--- config.mk ---
export PLATFORM = sky130hd
export DESIGN_NAME = snn_core_param
export DESIGN_NICKNAME = d
export VERILOG_FILES = /design/src/rtl/snn_pkg.sv /design/src/rtl/snn_mac.sv /design/src/rtl/snn_core_param.sv
export SDC_FILE = /design/constraint.sdc
export NUM_CORES = 1
export LEC_CHECK = 0
export CAP_MARGIN = 10
export CORE_AREA = 2 2 193 195
export DETAILED_ROUTE_END_ITERATION = 10
export DIE_AREA = 0 0 195 197
export PLACE_DENSITY = 0.72
export SLEW_MARGIN = 20
export SYNTH_ARGS = -nofsm -noshare
export SYNTH_HDL_FRONTEND = slang
export SYNTH_HIERARCHICAL = 1
export SYNTH_SLANG_ARGS = --single-unit
--- constraint.sdc ---
create_clock -name clk -period 9.45 [get_ports clk]
set_input_delay 1.4175 -clock clk [delete_from_list [all_inputs] [get_ports clk]]
set_output_delay 1.4175 -clock clk [all_outputs]
set_load 0.05 [all_outputs]
--- src/rtl/snn_pkg.sv ---
// Shared types and constants for the parametrised SNN inference core.
package snn_pkg;

    typedef enum logic [3:0] {
        IDLE, L1_MAC, L1_DRAIN, L1_LUT, L1_WR,
        L2_MAC, L2_DRAIN, L2_LUT, L2_CMP, DONE
    } snn_state_t;

    // Wide enough that the worst-case sum of products can never wrap.
    function automatic int acc_width(int w, int n_in, int n_hid);
        return 2 * w + $clog2((n_in > n_hid) ? n_in : n_hid);
    endfunction

    // Bias that maps the signed clamped accumulator onto an unsigned LUT address.
    function automatic int lut_off(int aw);
        return 2 ** (aw - 1);
    endfunction

endpackage

--- src/rtl/snn_mac.sv ---
// Signed multiply-accumulate with synchronous clear and a LUT_AW-bit clamped view.
// SNN_SAT_FLAG_EN exposes the clamp indication as a port.
module snn_mac import snn_pkg::*; #(
    parameter int W      = 8,
    parameter int AW     = 26,
    parameter int LUT_AW = 11
) (
    input  logic              clk,
    input  logic              rst,
    input  logic              clr,
    input  logic              en,
    input  logic [W-1:0]      a,
    input  logic [W-1:0]      b,
    output logic [LUT_AW-1:0] sat_val
`ifdef SNN_SAT_FLAG_EN
    ,
    output logic              sat
`endif
);
    localparam int HI = 2 ** (LUT_AW - 1) - 1;
    localparam logic signed [AW-1:0] ACC_HI = AW'(HI);
    localparam logic signed [AW-1:0] ACC_LO = AW'(-HI - 1);

    logic signed [AW-1:0]    acc;
    logic signed [2*W-1:0]   prod;
    logic                    over, under;

    assign prod = $signed(a) * $signed(b);

    always_ff @(posedge clk or posedge rst) begin
        if (rst)
            acc <= '0;
        else if (clr)
            acc <= '0;
        else if (en)
            acc <= acc + {{(AW-2*W){prod[2*W-1]}}, prod};
    end

    assign over    = acc > ACC_HI;
    assign under   = acc < ACC_LO;
    assign sat_val = over  ? {1'b0, {(LUT_AW-1){1'b1}}} :
                     under ? {1'b1, {(LUT_AW-1){1'b0}}} : acc[LUT_AW-1:0];
`ifdef SNN_SAT_FLAG_EN
    assign sat = over | under;
`endif

endmodule

--- src/rtl/snn_core_param.sv ---
// Two-layer binary-input SNN inference core with external weight ROMs and LUT.
// SNN_SAT_FLAG_EN adds a sticky sat_flag output for accumulator clamping.
module snn_core_param import snn_pkg::*; #(
    parameter int N_IN   = 784,
    parameter int N_HID  = 32,
    parameter int N_OUT  = 10,
    parameter int W      = 8,
    parameter int LUT_AW = 11
) (
    input  logic                             clk,
    input  logic                             rst,
    input  logic                             start,
    input  logic                             q_input,
    output logic [$clog2(N_IN)-1:0]          addr_input_unit,
    output logic [$clog2(N_HID)+$clog2(N_IN)-1:0] hw_addr,
    input  logic [W-1:0]                     hw_q,
    output logic [$clog2(N_OUT)+$clog2(N_HID)-1:0] ow_addr,
    input  logic [W-1:0]                     ow_q,
    output logic [LUT_AW-1:0]                lut_addr,
    input  logic [W-1:0]                     lut_q,
    output logic                             busy,
    output logic                             done,
    output logic [$clog2(N_OUT)-1:0]         digit,
    output logic [W-1:0]                     score
`ifdef SNN_SAT_FLAG_EN
    ,
    output logic                             sat_flag
`endif
);
    localparam int IW = $clog2(N_IN);
    localparam int HW = $clog2(N_HID);
    localparam int OW = $clog2(N_OUT);
    localparam int CW = (IW > HW) ? IW : HW;
    localparam int NW = (HW > OW) ? HW : OW;
    localparam int AW = acc_width(W, N_IN, N_HID);

    snn_state_t        state;
    logic [CW-1:0]     count;
    logic [NW-1:0]     node;
    logic [W-1:0]      best_val;
    logic [OW-1:0]     best_idx;
    logic [W-1:0]      hid_q;
    logic [W-1:0]      hidden_ram [N_HID];
    logic              mac_vld;
    logic              issue, l2_op, lut_phase, mac_clr;
    logic [W-1:0]      op_a, op_b;
    logic [LUT_AW-1:0] sat_val;
`ifdef SNN_SAT_FLAG_EN
    logic              mac_sat;
`endif

    assign issue     = (state == L1_MAC) || (state == L2_MAC);
    assign l2_op     = (state == L2_MAC) || (state == L2_DRAIN);
    assign lut_phase = (state == L1_LUT) || (state == L2_LUT);
    assign mac_clr   = (state == IDLE) || (state == L1_WR) || (state == L2_CMP);

    // A set pixel contributes the largest positive W-bit value.
    assign op_a = l2_op ? hid_q : (q_input ? {1'b0, {(W-1){1'b1}}} : '0);
    assign op_b = l2_op ? ow_q : hw_q;

    assign addr_input_unit = count[IW-1:0];
    assign hw_addr         = {node[HW-1:0], count[IW-1:0]};
    assign ow_addr         = {node[OW-1:0], count[HW-1:0]};
    assign lut_addr        = lut_phase ? sat_val + LUT_AW'(lut_off(LUT_AW)) : '0;

    snn_mac #(.W(W), .AW(AW), .LUT_AW(LUT_AW)) u_mac (
        .clk     (clk),
        .rst     (rst),
        .clr     (mac_clr),
        .en      (mac_vld),
        .a       (op_a),
        .b       (op_b),
        .sat_val (sat_val)
`ifdef SNN_SAT_FLAG_EN
        ,
        .sat     (mac_sat)
`endif
    );

    always_ff @(posedge clk) begin
        if (state == L1_WR)
            hidden_ram[node[HW-1:0]] <= lut_q;
        if (state == L2_MAC)
            hid_q <= hidden_ram[count[HW-1:0]];
    end

    always_ff @(posedge clk or posedge rst) begin
        if (rst) begin
            state    <= IDLE;
            count    <= '0;
            node     <= '0;
            best_val <= '0;
            best_idx <= '0;
            mac_vld  <= 1'b0;
            busy     <= 1'b0;
            done     <= 1'b0;
            digit    <= '0;
            score    <= '0;
        end else begin
            mac_vld <= issue;
            done    <= 1'b0;
            case (state)
                IDLE: begin
                    count    <= '0;
                    node     <= '0;
                    best_val <= '0;
                    best_idx <= '0;
                    if (start) begin
                        busy  <= 1'b1;
                        state <= L1_MAC;
                    end
                end
                L1_MAC: begin
                    if (count == CW'(N_IN - 1)) state <= L1_DRAIN;
                    else count <= count + CW'(1);
                end
                L1_DRAIN: state <= L1_LUT;
                L1_LUT:   state <= L1_WR;
                L1_WR: begin
                    count <= '0;
                    if (node == NW'(N_HID - 1)) begin
                        node  <= '0;
                        state <= L2_MAC;
                    end else begin
                        node  <= node + NW'(1);
                        state <= L1_MAC;
                    end
                end
                L2_MAC: begin
                    if (count == CW'(N_HID - 1)) state <= L2_DRAIN;
                    else count <= count + CW'(1);
                end
                L2_DRAIN: state <= L2_LUT;
                L2_LUT:   state <= L2_CMP;
                L2_CMP: begin
                    count <= '0;
                    // Strict compare so ties keep the lower class index.
                    if (node == '0 || $signed(lut_q) > $signed(best_val)) begin
                        best_val <= lut_q;
                        best_idx <= node[OW-1:0];
                    end
                    if (node == NW'(N_OUT - 1)) begin
                        state <= DONE;
                    end else begin
                        node  <= node + NW'(1);
                        state <= L2_MAC;
                    end
                end
                DONE: begin
                    done  <= 1'b1;
                    busy  <= 1'b0;
                    digit <= best_idx;
                    score <= best_val;
                    state <= IDLE;
                end
                default: state <= IDLE;
            endcase
        end
    end

`ifdef SNN_SAT_FLAG_EN
    always_ff @(posedge clk or posedge rst) begin
        if (rst)
            sat_flag <= 1'b0;
        else if (state == IDLE && start)
            sat_flag <= 1'b0;
        else if (lut_phase && mac_sat)
            sat_flag <= 1'b1;
    end
`endif

endmodule

# Yosys cells after proc, flatten, opt, wreduce, memory -nomap -nowiden
# Memories as Yosys holds them, arrays and structs flattened. A register that Yosys moved wholly into a read port is not among the register bits.
# Cells that the tools add are included.
# totals
mem_count,1
latch_bits,0
regBits,72
ramBits,256
inputBits,28
output_inout_bits,59
wordCells,88
rom_bits,0
# op_classes
n_mux,29
n_addsub,4
n_bitwise,0
magnitude_cmp,3
reduce_logical,19
n_eq_ne,20
multipliers,1
shift,0
div_mod_pow,0
# memory_table
name,depth,word_bits,rd,rd_ports_with_merged_regs,write_ports,line_no,text
hidden_ram,32,8,1,1,1,snn_core_param.sv:43,logic [W-1:0] hidden_ram [N_HID];
# op_table
op,n
26-bit 2-to-1 mux,2
4-bit one-hot mux with 9 select lines,1
11-bit 2-to-1 mux,3
10-bit one-hot mux with 3 select lines,1
26-bit adder,1
26-bit by 11-bit > comparator with 1-bit output (second input constant),1
26-bit by 11-bit < comparator with 1-bit output (second input constant),1
8-bit 2-to-1 mux,3
10-bit 2-to-1 mux,2
4-bit 2-to-1 mux,5
4-bit by 3-bit equality test with 1-bit output (second input constant),4
8-bit by 8-bit multiplier with 16-bit output,1
8-bit one-hot mux with 2 select lines,1
5-bit one-hot mux with 3 select lines,1
11-bit adder (second input constant),1
10-bit by 1-bit adder with 10-bit output (second input constant),1
10-bit equality test (second input constant),1
10-bit by 5-bit equality test with 1-bit output (second input constant),1
5-bit 2-to-1 mux,2
4-bit by 2-bit equality test with 1-bit output (second input constant),2
4-bit equality test (second input constant),2
8-bit > comparator,1
2-bit != test (second input constant),4
4-bit one-hot mux with 2 select lines,1
other kinds (17),33

# Logic depth before layout (Yosys ltp)
# depth
word_depth,7
mapped_depth,33
depth_no_buf,32

# Modules after synthesis
# Netlist, hierarchy kept.
# modules_own_cells
module,area_each_um2,instances,cells_each,seq_area_each_um2
snn_core_param,12983.7,1,749,9078.7
snn_mac,4937.2,1,573,650.6

# Worst setup path before layout
# Ideal clock, no wire load.
# synth_timing
kind,input to register
startpoint,input q_input
endpoint,register u_mac.acc[25]
setup_ns,0.127
t_arrival_ns,7.724
path_stages,28
setup_slack_ns,1.599
required_time_ns,9.323
n_path_buf,1
cell_sequence,nor2b_1 clkbuf_1 a21o_1 and2_1 fa_1 inv_1 fa_1 inv_1 fa_1 inv_1 fa_1 inv_1 ha_1 o21ai_0 o21ai_1 o211ai_1 and3_1 o21a_1 or2_2 ha_1 and4_1 and3b_1 a211o_1 or3_1 o2111ai_1 o211ai_1 a21oi_2 mux2_1
# synth_between
elab_chain_len,6
# synth_rtl
element,line_no,text
from (decl),snn_core_param.sv:13,"input logic q_input,"
7-bit 2-to-1 mux,snn_core_param.sv:58,"assign op_a = l2_op ? hid_q : (q_input ? {1'b0, {(W-1){1'b1}}} : '0);"
8-bit 2-to-1 mux,snn_core_param.sv:58,
net op_a[3],snn_core_param.sv:46,"logic [W-1:0] op_a, op_b;"
8-bit by 8-bit multiplier with 16-bit output,snn_mac.sv:28,assign prod = $signed(a) * $signed(b);
26-bit adder,snn_mac.sv:36,"acc <= acc + {{(AW-2*W){prod[2*W-1]}}, prod};"
26-bit 2-to-1 mux,snn_mac.sv:35,else if (en)
26-bit 2-to-1 mux,snn_mac.sv:33,else if (clr)
to (signal assigned),snn_mac.sv:36,
to (decl),snn_mac.sv:24,logic signed [AW-1:0] acc;
# The timed path passes the listed nets, and every way through them passes these cells. The select of a mux whose other input is x is not followed.
# A chain may end at the register's enable or synchronous reset.

# Worst setup path after layout
# layout_timing
startpoint,register state[1]
endpoint,register u_mac.acc[25]
# layout_between
elab_chain_len,7
word_cells_on_any_way,15
classes_between,1 x add/sub; 1 x mul; 4 x eq/ne; 4 x mux; 5 x reduce/logical
# layout_rtl
element,line_no,text
from (decl),snn_core_param.sv:37,snn_state_t state;
from (signal assigned),snn_core_param.sv:89,state <= IDLE;
from (signal assigned),snn_core_param.sv:110,state <= L1_MAC;
from (signal assigned),snn_core_param.sv:114,if (count == CW'(N_IN - 1)) state <= L1_DRAIN;
4-bit by 3-bit equality test with 1-bit output,snn_core_param.sv:53,assign l2_op = (state == L2_MAC) || (state == L2_DRAIN);
1-bit logical OR (*),snn_core_param.sv:53,
8-bit 2-to-1 mux (*),snn_core_param.sv:58,
net op_a[3],snn_core_param.sv:46,
8-bit by 8-bit multiplier with 16-bit output (*),snn_mac.sv:28,
26-bit adder (*),snn_mac.sv:36,
26-bit 2-to-1 mux (*),snn_mac.sv:35,
26-bit 2-to-1 mux (*),snn_mac.sv:33,
# Mark *: on every way through the listed nets, which the timed path passes. The rest lies on a longest branch. The select of a mux whose other input is x is not followed.

==> results.cfg <==
[status]
status = finished, final reports clean

[sta]
setup_slack_ns = 0.7547
max_freq_ghz = 0.1150
finalSetupViolations = 0
finalHoldViolCount = 0
slew_viol_final = 0
rsz0062_at_grt = false
fin_skew_ns = 0.03108
slew_headroom = 0.3121
tightest_slew_ns = 1.032
finalSetupTns_ns = 0
post-route-min-period_ns = 8.695
finalCritPeriodShare = 0.9201

[cells_and_area]
fillCellCount = 2911
stdcell_area_um2 = 20310
area_growth_pct = 13.31
nNetsFinal = 1549
antenna_cells = 0
finalNonFillerCells = 1891
utilization = 0.5600
drive_gt1_frac = 0.1195

[detailed_routing]
met2WireLength_um = 18650
dr.pass1.iters = 5
drc = 0
wl_met1_um = 17350
drt-total-wl_um = 39460
wl_met3_um = 2540
drtIter0Drc = 1004
routedWlPerCell_um = 20.87
highest_layer = met4
vias = 11123
via_per_inst = 5.882
ant_nets = 0

[setup_path]
path_class = flop to flop
cp.arrival_ns = 9.11
cp.required_ns = 9.86
critPathCaptureType = flop
crit_path_max_incr_delay_ns = 0.75
start_kind = flop
critPathSlowestCell = a21oi_2
worstPathMaxFanout = 17

[clock_tree]
cts_resized = 0
postCtsHoldBufs = 0
cts_buffers = 36
htree_levels = 2
clk_pin_slew_ns = 0.06
cts.root.buffer_cell = clkbuf_16
clkLatencyLatePin_ns = 0.55
post-cts-setup-buffer-count = 0
cts_buffer_depth = 3
cts_tree = built
numClockSinks = 336

[placement]
dp_hpwl_um = 26100
place.gp.congestion = 0.8859
port_buffers = 86
dpl.cell_count = 1825
post-place-ws_ns = 0.5218
placed_area_um2 = 19110

[global_route]
grt_pass1_wl_um = 62800
grt_max_degree = 54
grt_pass1_vias = 11160
antenna_found_initial = 0
grt_use_total = 0.2105
grt_overflow = 0

[floorplanning]
core_area_um2 = 36260
initial_core_util = 0.4942
dieArea_um2 = 38420
die_h_um = 197
num_io_pins = 87
die_x_um = 195
row_count = 70

[yosys]
synth.distinct_cells = 77
syn_inst = 1322
ys_seq_area_frac = 0.5429
syn-num-nets = 1476
synth_seq_cells = 336
synth_area_leaders = edfxtp_1, dfrtp_1, mux4_2
synth_top_area_cell = edfxtp_1
syn_area_per_cell_um2 = 13.56
syn_area_um2 = 17920
synth-main-ff-cell = edfxtp_1
synth_edf_count = 264
yosysTopAreaCellShare = 0.4424
ys_async_sr_fraction = 0.2143
yosysWarnings = 6

[power_and_ir_drop]
peakVddDrop_v = 0.0001602
p_leak_uw = 0.007834
power_density_nw_per_um2 = 224.8

[job]
cap_violations = 0

[worst_hold_path]
hp-class = flop to flop
==> critical path, delay by kind of cell, from the launching register on <==
family,cells,cell delay (ns)
AOI/OAI and AO/OA,10,2.59
and+or+nand+nor,8,2.19
DFF,1,0.53
muxes,1,0.33
adders and majority gates,6,2.73
buffers and inverters,4,0.21
==> cells by family after synthesis <==
family,synth area share
XOR/XNOR,0.01368
multiplexers,0.1095
AO/OA/AOI/OAI,0.08294
adder cells (fa/ha/maj),0.1114
buffers and inverters,0.04538
AND/OR/NAND/NOR,0.09418
flip-flops,0.5429
==> worst paths after layout <==
| check | start | endpoint | slack [ns] | depth (start not counted) |
|---|---|---|---|---|
| worst min-delay path | score[5]$_DFFE_PP0P_ | score[5]$_DFFE_PP0P_ | 0.49 | 1 |
| min in group asynchronous | rst | u_mac/acc[5]$_DFFE_PP0P_ | 1.34 | 2 |
| max in group asynchronous | rst | addr_input_unit[0]$_DFFE_PP0P_ | 7.45 | 2 |
| worst min register to register | score[5]$_DFFE_PP0P_ | score[5]$_DFFE_PP0P_ | 0.49 | 1 |
| worst max-delay path | state[1]$_DFFE_PP0P_ | u_mac/acc[25]$_DFFE_PP0P_ | 0.75 | 29 |
| worst max register to register | state[1]$_DFFE_PP0P_ | u_mac/acc[25]$_DFFE_PP0P_ | 0.75 | 29 |
==> per-layer routing <==
layer	GRT usage	up-vias
met5	0	-
li1	-	5026
met3	0.03320	65
met1	0.2982	5641
met2	0.3430	391
met4	0.05400	0
==> area by class of cell <==
class,count,area (um2),share of cell area
Sequential cell,336,9734,0.4794
Tap cell,468,585.6,0.02884
Inverter,114,429.2,0.02113
Clock inverter,19,242.7,0.01195
Clock buffer,47,942.2,0.04640
Multi-Input combinational cell,806,7400,0.3644
Timing Repair Buffer,101,973.4,0.04794
==> power breakdown <==
part / switching (uW) / internal (uW)
Combinational: 779 / 640
Sequential: 66.4 / 1670
Clock: 606 / 803
==> synthesized netlist by cell type (5+ instances only) <==
cell type  count
edfxtp_1     264
inv_1        112
nor2_1        80
dfrtp_1       72
ha_1          70
nand2_1       65
mux4_2        61
and2_1        59
fa_1          56
a21oi_1       36
a21o_1        23
buf_4         21
clkbuf_1      21
o21ai_0       21
mux2_2        20
nand3_1       20
o21ai_1       20
mux2_1        19
nor3_1        19
o21a_1        18
a211oi_1      17
xnor2_1       17
buf_2         14
nor2b_1       13
a22o_1        12
xor2_1        11
and3_1        10
nand4_1       10
a22oi_1        9
nand3b_1       9
o22ai_1        9
or3_1          9
mux2i_1        7
a31oi_1        6
o211ai_1       6
buf_1          5
nand2b_1       5
nor4_1         5
==> cell usage in the layout, fill, tap and decap left out, types with 7 or more instances in the layout <==
cell and n:
and3_1 10, clkbuf_1 11, edfxtp_1 264, buf_4 15
ha_1 70, nor2b_1 13, a22o_1 12, clkdlybuf4s50_1 86
dfrtp_1 70, nand3b_1 9, o21a_1 18, inv_1 110
mux2_2 20, xnor2_1 17, a211oi_1 17, a22oi_1 9
and2_1 59, o22ai_1 9, clkbuf_16 36, nor2_1 80
mux2i_1 7, mux2_1 19, a21o_1 23, mux4_2 61
nand4_1 10, nand2_1 65, o21ai_1 20, nor3_1 19
or3_1 9, fa_1 56, o21ai_0 21, nand3_1 20
a21oi_1 36, xor2_1 11
==> through the flow <==
step                total power [uW]  hold slack, ns
finish                          4565          0.4949
global route                    4861          0.5135
CTS                             4585          0.4944
detailed placement              3178          0.4807
global placement                3140          0.4756
floorplan                       2886          0.4671
==> state kept, by name, indices dropped and copies added, names as in the netlist <==
register and count:
addr_input_unit 10, best_idx 4, score 8, busy 1, mac_vld 1, best_val 8, hidden_ram 256, hid_q 8
done 1, digit 4, state 4, node 5, u_mac/acc 26
Note: power is estimated with default switching activity, not from simulation.
